[src/rtl/seg_scan_pkg.sv]
`default_nettype none
// ============================================================================
// Module   : seg_scan_pkg
// Purpose  : Shared types and constants for the seven-segment scan controller.
//            Provides the slot state encoding, the active-low anode rotation
//            table and the all-dark anode/segment codes.
// Ports    : none (package)
// Revision : 1.0 - initial release
// ============================================================================
package seg_scan_pkg;

  // Slot phase: anti-ghosting blank window first, then the lit window.
  typedef enum logic [0:0] {
    BLANK = 1'b0,
    SHOW  = 1'b1
  } scan_state_e;

  // One-cold anode select per digit index; AN_PATTERN[0] drives the
  // rightmost digit.
  localparam logic [3:0][3:0] AN_PATTERN = {4'b0111, 4'b1011, 4'b1101, 4'b1110};

  localparam logic [3:0] AN_OFF    = 4'b1111;
  localparam logic [6:0] SEG_BLANK = 7'h7F;

endpackage : seg_scan_pkg
`default_nettype wire

[src/rtl/hex_to_seg7.sv]
`default_nettype none
// ============================================================================
// Module   : hex_to_seg7
// Purpose  : Combinational hex nibble to seven-segment decoder for a
//            common-anode display. Output bit order is {g,f,e,d,c,b,a},
//            active-low (0 = segment lit).
// Ports    : nibble_i  in  4  hex digit to decode
//            seg_o     out 7  active-low segment pattern
// Revision : 1.0 - initial release
// ============================================================================
module hex_to_seg7 (
  input  logic [3:0] nibble_i,
  output logic [6:0] seg_o
);

  always_comb begin
    seg_o = 7'h7F;
    unique case (nibble_i)
      4'h0: seg_o = 7'h40;
      4'h1: seg_o = 7'h79;
      4'h2: seg_o = 7'h24;
      4'h3: seg_o = 7'h30;
      4'h4: seg_o = 7'h19;
      4'h5: seg_o = 7'h12;
      4'h6: seg_o = 7'h02;
      4'h7: seg_o = 7'h78;
      4'h8: seg_o = 7'h00;
      4'h9: seg_o = 7'h10;
      4'hA: seg_o = 7'h08;
      4'hB: seg_o = 7'h03;
      4'hC: seg_o = 7'h46;
      4'hD: seg_o = 7'h21;
      4'hE: seg_o = 7'h06;
      4'hF: seg_o = 7'h0E;
    endcase
  end

endmodule : hex_to_seg7
`default_nettype wire

[src/rtl/seg_scan_ctrl.sv]
`default_nettype none
// ============================================================================
// Module   : seg_scan_ctrl
// Purpose  : Time-multiplexed scan controller for a 4-digit common-anode
//            seven-segment display. Rotates the active-low anodes, blanks the
//            start of every slot to suppress ghosting, decodes a
//            double-buffered 16-bit hex value and optionally hides leading
//            zeros. New values enter a pending buffer through valid/ready and
//            are promoted to the displayed buffer only at a frame boundary.
// Ports    : clk          in  1   system clock
//            reset        in  1   synchronous active-high reset
//            load_valid   in  1   producer offers a new display value
//            load_data    in  16  four nibbles, [3:0] = rightmost digit
//            load_ready   out 1   pending buffer empty, load accepted now
//            digit_en     in  4   per-digit enable (0 = dark)
//            lz_suppress  in  1   hide leading zero digits
//            an           out 4   anode selects, active-low, registered
//            seg          out 7   segments {g,f,e,d,c,b,a}, active-low, reg.
//            frame_done   out 1   one-cycle pulse after each 4-digit frame
// Revision : 1.0 - initial release
// ============================================================================
module seg_scan_ctrl
  import seg_scan_pkg::*;
#(
  parameter int unsigned DIGIT_TICKS = 100000,
  parameter int unsigned BLANK_TICKS = 1000,
  parameter int unsigned CNT_W       = 32
) (
  input  logic        clk,
  input  logic        reset,
  input  logic        load_valid,
  input  logic [15:0] load_data,
  output logic        load_ready,
  input  logic [3:0]  digit_en,
  input  logic        lz_suppress,
  output logic [3:0]  an,
  output logic [6:0]  seg,
  output logic        frame_done
);

  localparam logic [CNT_W-1:0] TICK_LAST = CNT_W'(DIGIT_TICKS - 1);
  localparam logic [CNT_W-1:0] BLANK_LIM = CNT_W'(BLANK_TICKS);

  logic [CNT_W-1:0] tick_q, tick_d;
  logic [1:0]       digit_q, digit_d;
  scan_state_e      state_q, state_d;

  logic [15:0]      active_q;
  logic [15:0]      pending_q;
  logic             pending_full_q;

  logic [3:0]       an_q, an_d;
  logic [6:0]       seg_q, seg_d;
  logic             frame_done_q;

  logic             slot_end;
  logic             frame_end;
  logic             load_accept;
  logic [3:0]       cur_nibble;
  logic [6:0]       cur_seg;
  logic             lz_hidden;
  logic             digit_dark;

  assign slot_end    = (tick_q == TICK_LAST);
  assign frame_end   = slot_end && (digit_q == 2'd3);

  // Reset is folded in so a producer never sees ready during reset.
  assign load_ready  = !pending_full_q && !reset;
  assign load_accept = load_valid && load_ready;

  assign cur_nibble  = active_q[{digit_q, 2'b00} +: 4];

  hex_to_seg7 u_hex_to_seg7 (
    .nibble_i (cur_nibble),
    .seg_o    (cur_seg)
  );

  // Digit k is a leading zero when it and every higher nibble are zero.
  // The rightmost digit always shows so a zero value reads "0".
  always_comb begin
    lz_hidden = 1'b0;
    unique case (digit_q)
      2'd3: lz_hidden = (active_q[15:12] == 4'h0);
      2'd2: lz_hidden = (active_q[15:8]  == 8'h00);
      2'd1: lz_hidden = (active_q[15:4]  == 12'h000);
      2'd0: lz_hidden = 1'b0;
    endcase
  end

  assign digit_dark = !digit_en[digit_q] || (lz_suppress && lz_hidden);

  // Slot sequencing: tick counter, digit rotation and blank/show phase.
  always_comb begin
    tick_d  = tick_q + CNT_W'(1);
    digit_d = digit_q;
    state_d = state_q;

    if (slot_end) begin
      tick_d  = '0;
      digit_d = digit_q + 2'd1;
    end

    unique case (state_q)
      BLANK: if (tick_d >= BLANK_LIM) state_d = SHOW;
      SHOW:  if (slot_end && (BLANK_LIM != '0)) state_d = BLANK;
    endcase
  end

  // Output images are built from the current slot and registered, so the
  // pins trail the slot counters by one cycle.
  always_comb begin
    an_d  = AN_OFF;
    seg_d = SEG_BLANK;
    if ((state_q == SHOW) && !digit_dark) begin
      an_d  = AN_PATTERN[digit_q];
      seg_d = cur_seg;
    end
  end

  always_ff @(posedge clk) begin
    if (reset) begin
      tick_q         <= '0;
      digit_q        <= 2'd0;
      state_q        <= BLANK;
      active_q       <= 16'h0000;
      pending_q      <= 16'h0000;
      pending_full_q <= 1'b0;
      an_q           <= AN_OFF;
      seg_q          <= SEG_BLANK;
      frame_done_q   <= 1'b0;
    end else begin
      tick_q       <= tick_d;
      digit_q      <= digit_d;
      state_q      <= state_d;
      an_q         <= an_d;
      seg_q        <= seg_d;
      frame_done_q <= frame_end;

      // Promotion and acceptance are mutually exclusive: acceptance needs
      // an empty pending buffer, promotion needs a full one. A load taken
      // in the boundary cycle therefore waits for the following boundary.
      if (frame_end && pending_full_q) begin
        active_q       <= pending_q;
        pending_full_q <= 1'b0;
      end else if (load_accept) begin
        pending_q      <= load_data;
        pending_full_q <= 1'b1;
      end
    end
  end

  assign an         = an_q;
  assign seg        = seg_q;
  assign frame_done = frame_done_q;

endmodule : seg_scan_ctrl
`default_nettype wire

[config.mk]
export PLATFORM = sky130hd
export DESIGN_NAME = seg_scan_ctrl
export DESIGN_NICKNAME = d
export VERILOG_FILES = /design/src/rtl/seg_scan_pkg.sv /design/src/rtl/hex_to_seg7.sv /design/src/rtl/seg_scan_ctrl.sv
export SDC_FILE = /design/constraint.sdc
export NUM_CORES = 1
export LEC_CHECK = 0
export CAP_MARGIN = 15
export CORE_MARGIN = 1.5
export CORE_UTILIZATION = 45
export CTS_CLUSTER_SIZE = 25
export DETAILED_ROUTE_END_ITERATION = 12
export HOLD_SLACK_MARGIN = 0.05
export PLACE_DENSITY = 0.65
export SLEW_MARGIN = 0
export SYNTH_ARGS = -nofsm -noshare
export SYNTH_HDL_FRONTEND = slang
export SYNTH_SLANG_ARGS = --single-unit
[constraint.sdc]
create_clock -name clk -period 3 [get_ports clk]
set_clock_uncertainty 0.15 [all_clocks]
set_input_delay 0.6 -clock clk [delete_from_list [all_inputs] [get_ports clk]]
set_output_delay 0.6 -clock clk [all_outputs]
set_load 0.05 [all_outputs]
==> results of run 1 <==
power breakdown:
part / total (µW) / switching [µW] / internal (µW)
combinational: 92.5 / 43.8 / 48.7
sequential: 1100 / 14.2 / 1080
clock: 925 / 439 / 487
worst min path at each step:
| stage | end | depth (start not counted) | start | slack [ps] |
|---|---|---|---|---|
| 2_1_floorplan | active_q[0]$_SDFFE_PP0P_ | 2 | active_q[0]$_SDFFE_PP0P_ | 280 |
| 3_3_place_gp | active_q[0]$_SDFFE_PP0P_ | 2 | active_q[0]$_SDFFE_PP0P_ | 290 |
| 3_5_place_dp | active_q[9]$_SDFFE_PP0P_ | 2 | pending_q[9]$_SDFFE_PP0P_ | 300 |
| 4_1_cts | active_q[9]$_SDFFE_PP0P_ | 2 | pending_q[9]$_SDFFE_PP0P_ | 310 |
| 5_1_grt | pending_q[12]$_SDFFE_PP0P_ | 2 | pending_q[12]$_SDFFE_PP0P_ | 330 |
| 6_report | active_q[3]$_SDFFE_PP0P_ | 2 | pending_q[3]$_SDFFE_PP0P_ | 310 |
cell type report:
cell class                 instances  area, µm²  share of cell area
clock buffer                       9      123.9             0.02651
timing repair buffer              49      467.9              0.1002
tap                              108      135.1             0.02892
clock inverter                     7      106.4             0.02276
sequential                        80       1602              0.3428
inverter                          16      60.06             0.01285
multi-input combinational        343       2177              0.4660
through the flow:
stage | hold slack (ps) | util | setup slack (ps)
6_report | 311.8 | 0.5357 | 285.2
3_3_place_gp | 293.9 | 0.5093 | 445.9
2_1_floorplan | 278.9 | - | 535.8
4_1_cts | 311.7 | 0.5357 | 281.4
3_5_place_dp | 297.7 | 0.5093 | 305.3
5_1_grt | 329.7 | 0.5357 | 53.14
sequential cells by signal, summed over array words and instances, names as in the netlist:
register and flops:
active_q 16, an 4, digit_q 2, frame_done 1
pending_full_q 1, pending_q 16, seg 7, state_q 1
tick_q 32
cell usage after synthesis (2+ instances only):
cell       n  area [µm²]
nand2b_1   3       18.77
nand4_2    3       37.54
nor2_1    37       138.9
nor4_4     2       42.54
and3_1     9       56.30
or4_1      2       15.01
xnor2_1   23       201.4
and4_1     5       43.79
or2_2      2       12.51
or3_1      5       31.28
ha_1      13       162.7
buf_6      3       33.78
nand4b_1   2       17.52
buf_2     15       75.07
o211ai_1   3       22.52
mux2i_1    2       20.02
inv_1     16       60.06
a21oi_1   26       130.1
o221ai_1   6       52.55
nor4b_1    4       35.03
a31oi_1    4       25.02
a41oi_1    2       17.52
nor2b_1    3       18.77
dfxtp_1   80        1602
buf_4      4       30.03
o21ai_0   22       110.1
clkbuf_1  15       56.30
and2_1     3       18.77
nand3_1   16       80.08
nand2_1   81       304.0
nor3_1     9       45.04
nand4_1   13       81.33
mux4_2     6       135.1
nor4_1    13       81.33
xor2_1    10       87.58
worst max-delay path, cell delays in order (launching register included):
cell and delay (ps):
dfxtp_1 390, ha_1 270, nand4_2 150, buf_4 230, nor4_4 510, nand3_1 160
xor2_1 210, nor4b_1 370, a41oi_1 160
metal layers:
| metal | vias up | global-route usage | part of all wire | wire length [µm] |
|---|---|---|---|---|
| met5 | - | 0 | 0 | 0 |
| met4 | 0 | 0.06703 | 0.017 | 148 |
| met3 | 14 | 0.03221 | 0.054 | 476 |
| met2 | 106 | 0.2842 | 0.43 | 3835 |
| met1 | 1578 | 0.2939 | 0.50 | 4436 |
| li1 | 1703 | - | - | - |
logic make-up after synthesis:
kind of cell,Yosys count,share of synthesized area
XOR/XNOR,33,0.07156
flip-flops,80,0.3965
multiplexers,9,0.04120
AO/OA/AOI/OAI,72,0.1087
buffers and inverters,54,0.06443
AND/OR/NAND/NOR,216,0.2773
adder cells (fa/ha/maj),13,0.04027
==> results.json, run 1 <==
{
  "dieArea_um2": 9552,
  "dpl_cell_area_um2": 4442,
  "nets": 536,
  "syn_avg_cell_area_um2": 8.467,
  "clk_latency_ps": 360,
  "rows": 34,
  "rrSetupSlack_ps": 290,
  "synth_edf_count": 0,
  "powerDensity_nw_per_um2": 452.7,
  "drv_slew": 0,
  "design_area_um2": 4672,
  "grt_pass1_vias": 3120,
  "min_period_ps": 2715,
  "synth_ff_type": "dfxtp_1",
  "ys_seq_area_frac": 0.3965,
  "outcome": "finished clean",
  "nFillCells": 796,
  "p_total_uw": 2115,
  "drtIter0Drc": 283,
  "initial_core_util": 0.4631,
  "timing.rr.start": "tick_q[0]$_SDFF_PP0_",
  "end_kind": "flop",
  "critPathCapture": "state_q$_SDFF_PP0_",
  "cts_sinks": 80,
  "grtUsageTotal": 0.1956,
  "max-cap-violations": 0,
  "hold_viol": 0,
  "clock.fmax_ghz": 0.3683,
  "avgViaCountPerCell": 5.557,
  "chipHeight_um": 97.74,
  "ys_types": 50,
  "dpl.hpwl_um": 6354,
  "tightest_slew_ps": 678.0,
  "final_common_cell": "nand2_1",
  "fin_crit_sh": 0.9049,
  "worstPathRequired_ps": 3080,
  "routabilityCongestion": 0.8694,
  "drtPass1Iterations": 5,
  "layout_common_cells": "81 x nand2_1, 80 x dfxtp_1, 37 x nor2_1",
  "rsz0062_at_grt": "no",
  "cts_buffers": 9,
  "setup_viol": 0,
  "reg2reg_to": "state_q$_SDFF_PP0_",
  "place_inst": 596,
  "drc": 0,
  "ys_seq_elements": 80,
  "ys_warn_count": 0,
  "port_buffers": 36,
  "clockBufferDepth": 2,
  "syn_inst": 477,
  "cts_resized": 0,
  "cp_max_fo": 11,
  "irDropWorstVdd_v": 0.0002641,
  "cts_root_buffer": "clkbuf_8",
  "vias": 3401,
  "ys_async_sr_fraction": 0,
  "syn-num-nets": 514,
  "syn-cell-area_um2": 4039,
  "crit_path_start_kind": "flop",
  "cts_tree": "yes",
  "rr_worst_depth": 8,
  "grt_max_degree": 34,
  "arrival_ps": 2800,
  "finalSetupTns_ps": 0,
  "p_leak_uw": 0.001619,
  "cts-htree-levels": 3,
  "grt_pass1_wl_um": 15210,
  "die_w_um": 97.74,
  "antenna_found_initial": 0,
  "top_level_ports": 37,
  "path_class": "flop to flop",
  "cts_setup_buffers": 0,
  "drtAntennaViolNets": 0,
  "cts_hold_buf": 0,
  "cts.clk_slew.worst_paths_ps": 100,
  "wire_per_inst_um": 14.54,
  "worstHoldPathType": "flop to flop",
  "antenna_cells": 0,
  "fin_cells": 612,
  "crit_start": "tick_q[0]$_SDFF_PP0_",
  "drive_above_1_share": 0.09722,
  "wl_um": 8896,
  "grt_overflow": 0,
  "maxSlewHeadroom": 0.5439,
  "core_area_um2": 8721,
  "area_delta_synth_final_pct": 15.68
}
Power figures use the tool's default switching activity.
==> inputs of run 2 (changes only) <==
--- a/config.mk
+++ b/config.mk
@@ -7,11 +7,11 @@
 export LEC_CHECK = 0
 export CAP_MARGIN = 15
 export CORE_MARGIN = 1.5
-export CORE_UTILIZATION = 45
+export CORE_UTILIZATION = 50
 export CTS_CLUSTER_SIZE = 25
 export DETAILED_ROUTE_END_ITERATION = 12
 export HOLD_SLACK_MARGIN = 0.05
-export PLACE_DENSITY = 0.65
+export PLACE_DENSITY = 0.71
 export SLEW_MARGIN = 0
 export SYNTH_ARGS = -nofsm -noshare
 export SYNTH_HDL_FRONTEND = slang
==> results.json, run 2 (synthesis results as in run 1) <==
{
  "fin_crit_sh": 0.9273,
  "tightest_slew_ps": 541.7,
  "reg2reg_to": "state_q$_SDFF_PP0_",
  "place_inst": 588,
  "outcome": "finished clean",
  "clk_latency_ps": 370,
  "fin_cells": 604,
  "hold_viol": 0,
  "grtUsageTotal": 0.2184,
  "drtIter0Drc": 251,
  "drtPass1Iterations": 5,
  "cts_hold_buf": 0,
  "arrival_ps": 2860,
  "largest_reg_flops": 32,
  "nets": 534,
  "core_area_um2": 7767,
  "cp_max_fo": 9,
  "worstHoldPathType": "flop to flop",
  "p_total_uw": 2045,
  "drive_above_1_share": 0.09363,
  "drtAntennaViolNets": 0,
  "crit_start": "tick_q[0]$_SDFF_PP0_",
  "drv_slew": 0,
  "seq_area_um2": 1602,
  "nFillCells": 706,
  "dpl.hpwl_um": 6037,
  "wire_per_inst_um": 14.35,
  "rsz0062_at_grt": "no",
  "critPathCapture": "state_q$_SDFF_PP0_",
  "area_delta_synth_final_pct": 14.62,
  "clockBufferDepth": 2,
  "drc": 0,
  "avgViaCountPerCell": 5.599,
  "maxSlewHeadroom": 0.6361,
  "irDropWorstVdd_v": 0.0002434,
  "max-cap-violations": 0,
  "cts_sinks": 80,
  "cts_setup_buffers": 0,
  "top_regs": "tick_q: 32 flops, active_q: 16 flops, pending_q: 16 flops",
  "grt_pass1_wl_um": 14960,
  "grt_overflow": 0,
  "routabilityCongestion": 0.8842,
  "min_period_ps": 2782,
  "top_level_ports": 37,
  "wl_um": 8669,
  "finalSetupTns_ps": 0,
  "dieArea_um2": 8626,
  "top_register": "tick_q",
  "cts_tree": "yes",
  "cts.clk_slew.worst_paths_ps": 90,
  "path_class": "flop to flop",
  "clock.fmax_ghz": 0.3595,
  "multi_input_area_um2": 2177,
  "cts_resized": 0,
  "layout_common_cells": "81 x nand2_1, 80 x dfxtp_1, 37 x nor2_1",
  "antenna_cells": 0,
  "final_common_cell": "nand2_1",
  "crit_path_start_kind": "flop",
  "initial_core_util": 0.5200,
  "p_leak_uw": 0.001595,
  "vias": 3382,
  "cts-htree-levels": 3,
  "cts_buffers": 9,
  "rr_worst_depth": 8,
  "rrSetupSlack_ps": 220,
  "die_w_um": 92.88,
  "antenna_found_initial": 0,
  "end_kind": "flop",
  "grt_pass1_vias": 3117,
  "worstPathRequired_ps": 3080,
  "port_buffers": 36,
  "rows": 32,
  "grt_max_degree": 34,
  "timing.rr.start": "tick_q[0]$_SDFF_PP0_",
  "chipHeight_um": 92.88,
  "setup_viol": 0,
  "cts_root_buffer": "clkbuf_8",
  "powerDensity_nw_per_um2": 441.7
}
-- run 2: cell types whose count changed in the layout (fill, tap and decap cells not counted) --
cell / before / now
inv_6: 4 / 2
clkinvlp_4: 0 / 1
bufinv_16: 2 / 1
buf_4: 13 / 11
inv_8: 1 / 2
clkinv_4: 0 / 1
-- run 2: how the worst min path moves through the flow --
stage | from | end | slack (ps) | cells after the start
6_report | active_q[0]$_SDFFE_PP0P_ | active_q[0]$_SDFFE_PP0P_ | 310 | 2
4_1_cts | active_q[0]$_SDFFE_PP0P_ | active_q[0]$_SDFFE_PP0P_ | 310 | 2
2_1_floorplan | active_q[0]$_SDFFE_PP0P_ | active_q[0]$_SDFFE_PP0P_ | 280 | 2
3_5_place_dp | pending_q[9]$_SDFFE_PP0P_ | active_q[9]$_SDFFE_PP0P_ | 300 | 2
5_1_grt | pending_q[0]$_SDFFE_PP0P_ | pending_q[0]$_SDFFE_PP0P_ | 340 | 2
3_3_place_gp | active_q[0]$_SDFFE_PP0P_ | active_q[0]$_SDFFE_PP0P_ | 290 | 2
-- run 2: metrics by stage --
stage                     worst slack [ps]  cell area, µm²    util  hold WS, ps
final                                218.2            4629  0.5960        308.4
after global routing                 6.069            4629  0.5960        337.3
after CTS                            252.4            4629  0.5960        312.3
after detailed placement             283.4            4419  0.5689        297.9
after global placement               456.4            4419  0.5689        292.6
after floorplan                      535.8            4039       -        278.9
-- run 2: per-layer routing --
metal  share of wire  vias to the layer above  track usage
met5               0                        -            0
met4           0.016                        0      0.06439
met3           0.058                       13      0.05255
met2            0.43                      113       0.3181
met1            0.49                     1552       0.3178
li1                -                     1704            -
-- run 2: final cells by class --
cell class,instances,area share
multi-input cells,343,0.4703
flip-flops and latches,80,0.3459
repair buffers,47,0.09784
well taps,102,0.02757
clock buffers,9,0.02676
clock inverters,7,0.01865
inverters,16,0.01297
-- run 2: worst max-delay path, cell delays in order, from the launching register on --
cell and delay (ps):
dfxtp_1 390, ha_1 280, nand4_2 160, buf_4 230, nor4_4 540, nand3_1 160
xor2_1 240, nor4b_1 330, a41oi_1 170
-- run 2: power breakdown --
part | switching, µW | internal, µW | leakage, µW
combinational | 44.6 | 48.7 | 0.000842
sequential | 14.1 | 1080 | 0.000648
clock | 451 | 403 | 0.000104
total | 509 | 1540 | 0.00159
==> inputs of run 3 (changes only) <==
--- a/config.mk
+++ b/config.mk
@@ -5,6 +5,7 @@
 export SDC_FILE = /design/constraint.sdc
 export NUM_CORES = 1
 export LEC_CHECK = 0
+export ABC_CLOCK_PERIOD_IN_PS = 3000
 export CAP_MARGIN = 15
 export CORE_MARGIN = 1.5
 export CORE_UTILIZATION = 50
@@ -12,6 +13,7 @@
 export DETAILED_ROUTE_END_ITERATION = 12
 export HOLD_SLACK_MARGIN = 0.05
 export PLACE_DENSITY = 0.71
+export REMOVE_ABC_BUFFERS = 1
 export SLEW_MARGIN = 0
 export SYNTH_ARGS = -nofsm -noshare
 export SYNTH_HDL_FRONTEND = slang
==> results.json, run 3 (synthesis results as in run 1) <==
{
  "grt_overflow": 0,
  "crit_slowest_cell": "nor4_4",
  "port_buffers": 36,
  "end_kind": "flop",
  "area_delta_synth_final_pct": 14.47,
  "worstHoldPathType": "flop to flop",
  "layout_common_cells": "81 x nand2_1, 80 x dfxtp_1, 37 x nor2_1",
  "p_leak_uw": 0.001594,
  "cp_max_fo": 9,
  "die_w_um": 92.88,
  "drtAntennaViolNets": 0,
  "cts_tree": "yes",
  "dpl.hpwl_um": 6257,
  "cts_setup_buffers": 0,
  "grt_pass1_wl_um": 15100,
  "top_register": "tick_q",
  "top_regs": "tick_q: 32 flops, active_q: 16 flops, pending_q: 16 flops",
  "path_cells": "ha_1, nand4_2, buf_4, nor4_4, nand3_1, xor2_1, nor4b_1, a41oi_1",
  "arrival_ps": 2750,
  "clk_latency_ps": 360,
  "outcome": "finished clean",
  "wl_um": 8862,
  "top_level_ports": 37,
  "cp_top_family": "simple AND/OR/NAND/NOR gates",
  "cts_root_buffer": "clkbuf_8",
  "min_period_ps": 2674,
  "antenna_cells": 0,
  "powerDensity_nw_per_um2": 441.0,
  "setup_viol": 0,
  "initial_core_util": 0.5200,
  "drtPass1Iterations": 4,
  "final_common_cell": "nand2_1",
  "drc": 0,
  "clock.fmax_ghz": 0.3739,
  "cts-htree-levels": 3,
  "antenna_found_initial": 0,
  "finalSetupTns_ps": 0,
  "cts.clk_slew.worst_paths_ps": 90,
  "irDropWorstVdd_v": 0.0002160,
  "maxSlewHeadroom": 0.6049,
  "drv_slew": 0,
  "grt_max_degree": 34,
  "chipHeight_um": 92.88,
  "dieArea_um2": 8626,
  "cts_buffers": 9,
  "clockBufferDepth": 2,
  "hold_viol": 0,
  "max-cap-violations": 0,
  "path_class": "flop to flop",
  "nFillCells": 711,
  "critPathMaxStageDelay_ps": 430,
  "avgViaCountPerCell": 5.567,
  "rows": 32,
  "critPathBufInv": 1,
  "worstPathRequired_ps": 3080,
  "crit_path_start_kind": "flop",
  "cts_sinks": 80,
  "wire_per_inst_um": 14.70,
  "tightest_slew_ps": 592.7,
  "vias": 3357,
  "grt_pass1_vias": 3094,
  "rsz0062_at_grt": "no",
  "p_total_uw": 2039,
  "cts_hold_buf": 0,
  "routabilityCongestion": 0.9197,
  "fin_crit_sh": 0.8915,
  "nets": 533,
  "core_area_um2": 7767,
  "drtIter0Drc": 165,
  "largest_reg_flops": 32,
  "cts_resized": 0,
  "grtUsageTotal": 0.2227,
  "drive_above_1_share": 0.09182
}
run 3: area by class of cell:
cell class / count / area (µm²) / share of cell area
flip-flops and latches: 80 / 1602 / 0.3464
well taps: 102 / 127.6 / 0.02760
inverters: 16 / 60.06 / 0.01299
clock buffers: 10 / 137.6 / 0.02977
multi-input cells: 343 / 2177 / 0.4709
clock inverters: 6 / 73.82 / 0.01597
repair buffers: 46 / 445.4 / 0.09635
run 3: final timing paths:
path / start / end / slack (ps) / depth (start not counted)
setup reg to reg: tick_q[0]$_SDFF_PP0_ / state_q$_SDFF_PP0_ / 330 / 8
hold reg to reg: pending_q[4]$_SDFFE_PP0P_ / active_q[4]$_SDFFE_PP0P_ / 300 / 2
hold / removal: pending_q[4]$_SDFFE_PP0P_ / active_q[4]$_SDFFE_PP0P_ / 300 / 2
setup / recovery: tick_q[0]$_SDFF_PP0_ / state_q$_SDFF_PP0_ / 330 / 8
run 3: report_power, final:
group / leakage [µW] / internal (µW) / total (µW) / switching [µW]
Clock: 0.000108 / 419 / 847 / 428
Combinational: 0.000838 / 48.7 / 94.1 / 45.3
Sequential: 0.000648 / 1080 / 1100 / 14.4
run 3: worst min-delay path: stages (launching register included):
cell and delay [ps]:
dfxtp_1 320, nand2_1 50, a21oi_1 50
run 3: through the flow:
stage / setup slack [ps] / utilization / area, µm² / cells / hold slack [ps]
3_3_place_gp: 474.3 / 0.5680 / 4412 / 587 / 287.0
2_1_floorplan: 242.5 / - / 3839 / 439 / 272.9
3_5_place_dp: 328.7 / 0.5680 / 4412 / 587 / 295.9
4_1_cts: 292.5 / 0.5952 / 4623 / 603 / 312.2
5_1_grt: 35.68 / 0.5952 / 4623 / 603 / 322.7
6_report: 325.6 / 0.5952 / 4623 / 603 / 303.2
run 3: per-layer routing:
layer,track usage,wire length [µm],vias to the layer above,part of all wire
li1,-,-,1702,-
met1,0.3308,4447,1574,0.50
met2,0.3096,3850,66,0.43
met3,0.03941,384,15,0.043
met4,0.1010,180,0,0.020
met5,0,0,-,0
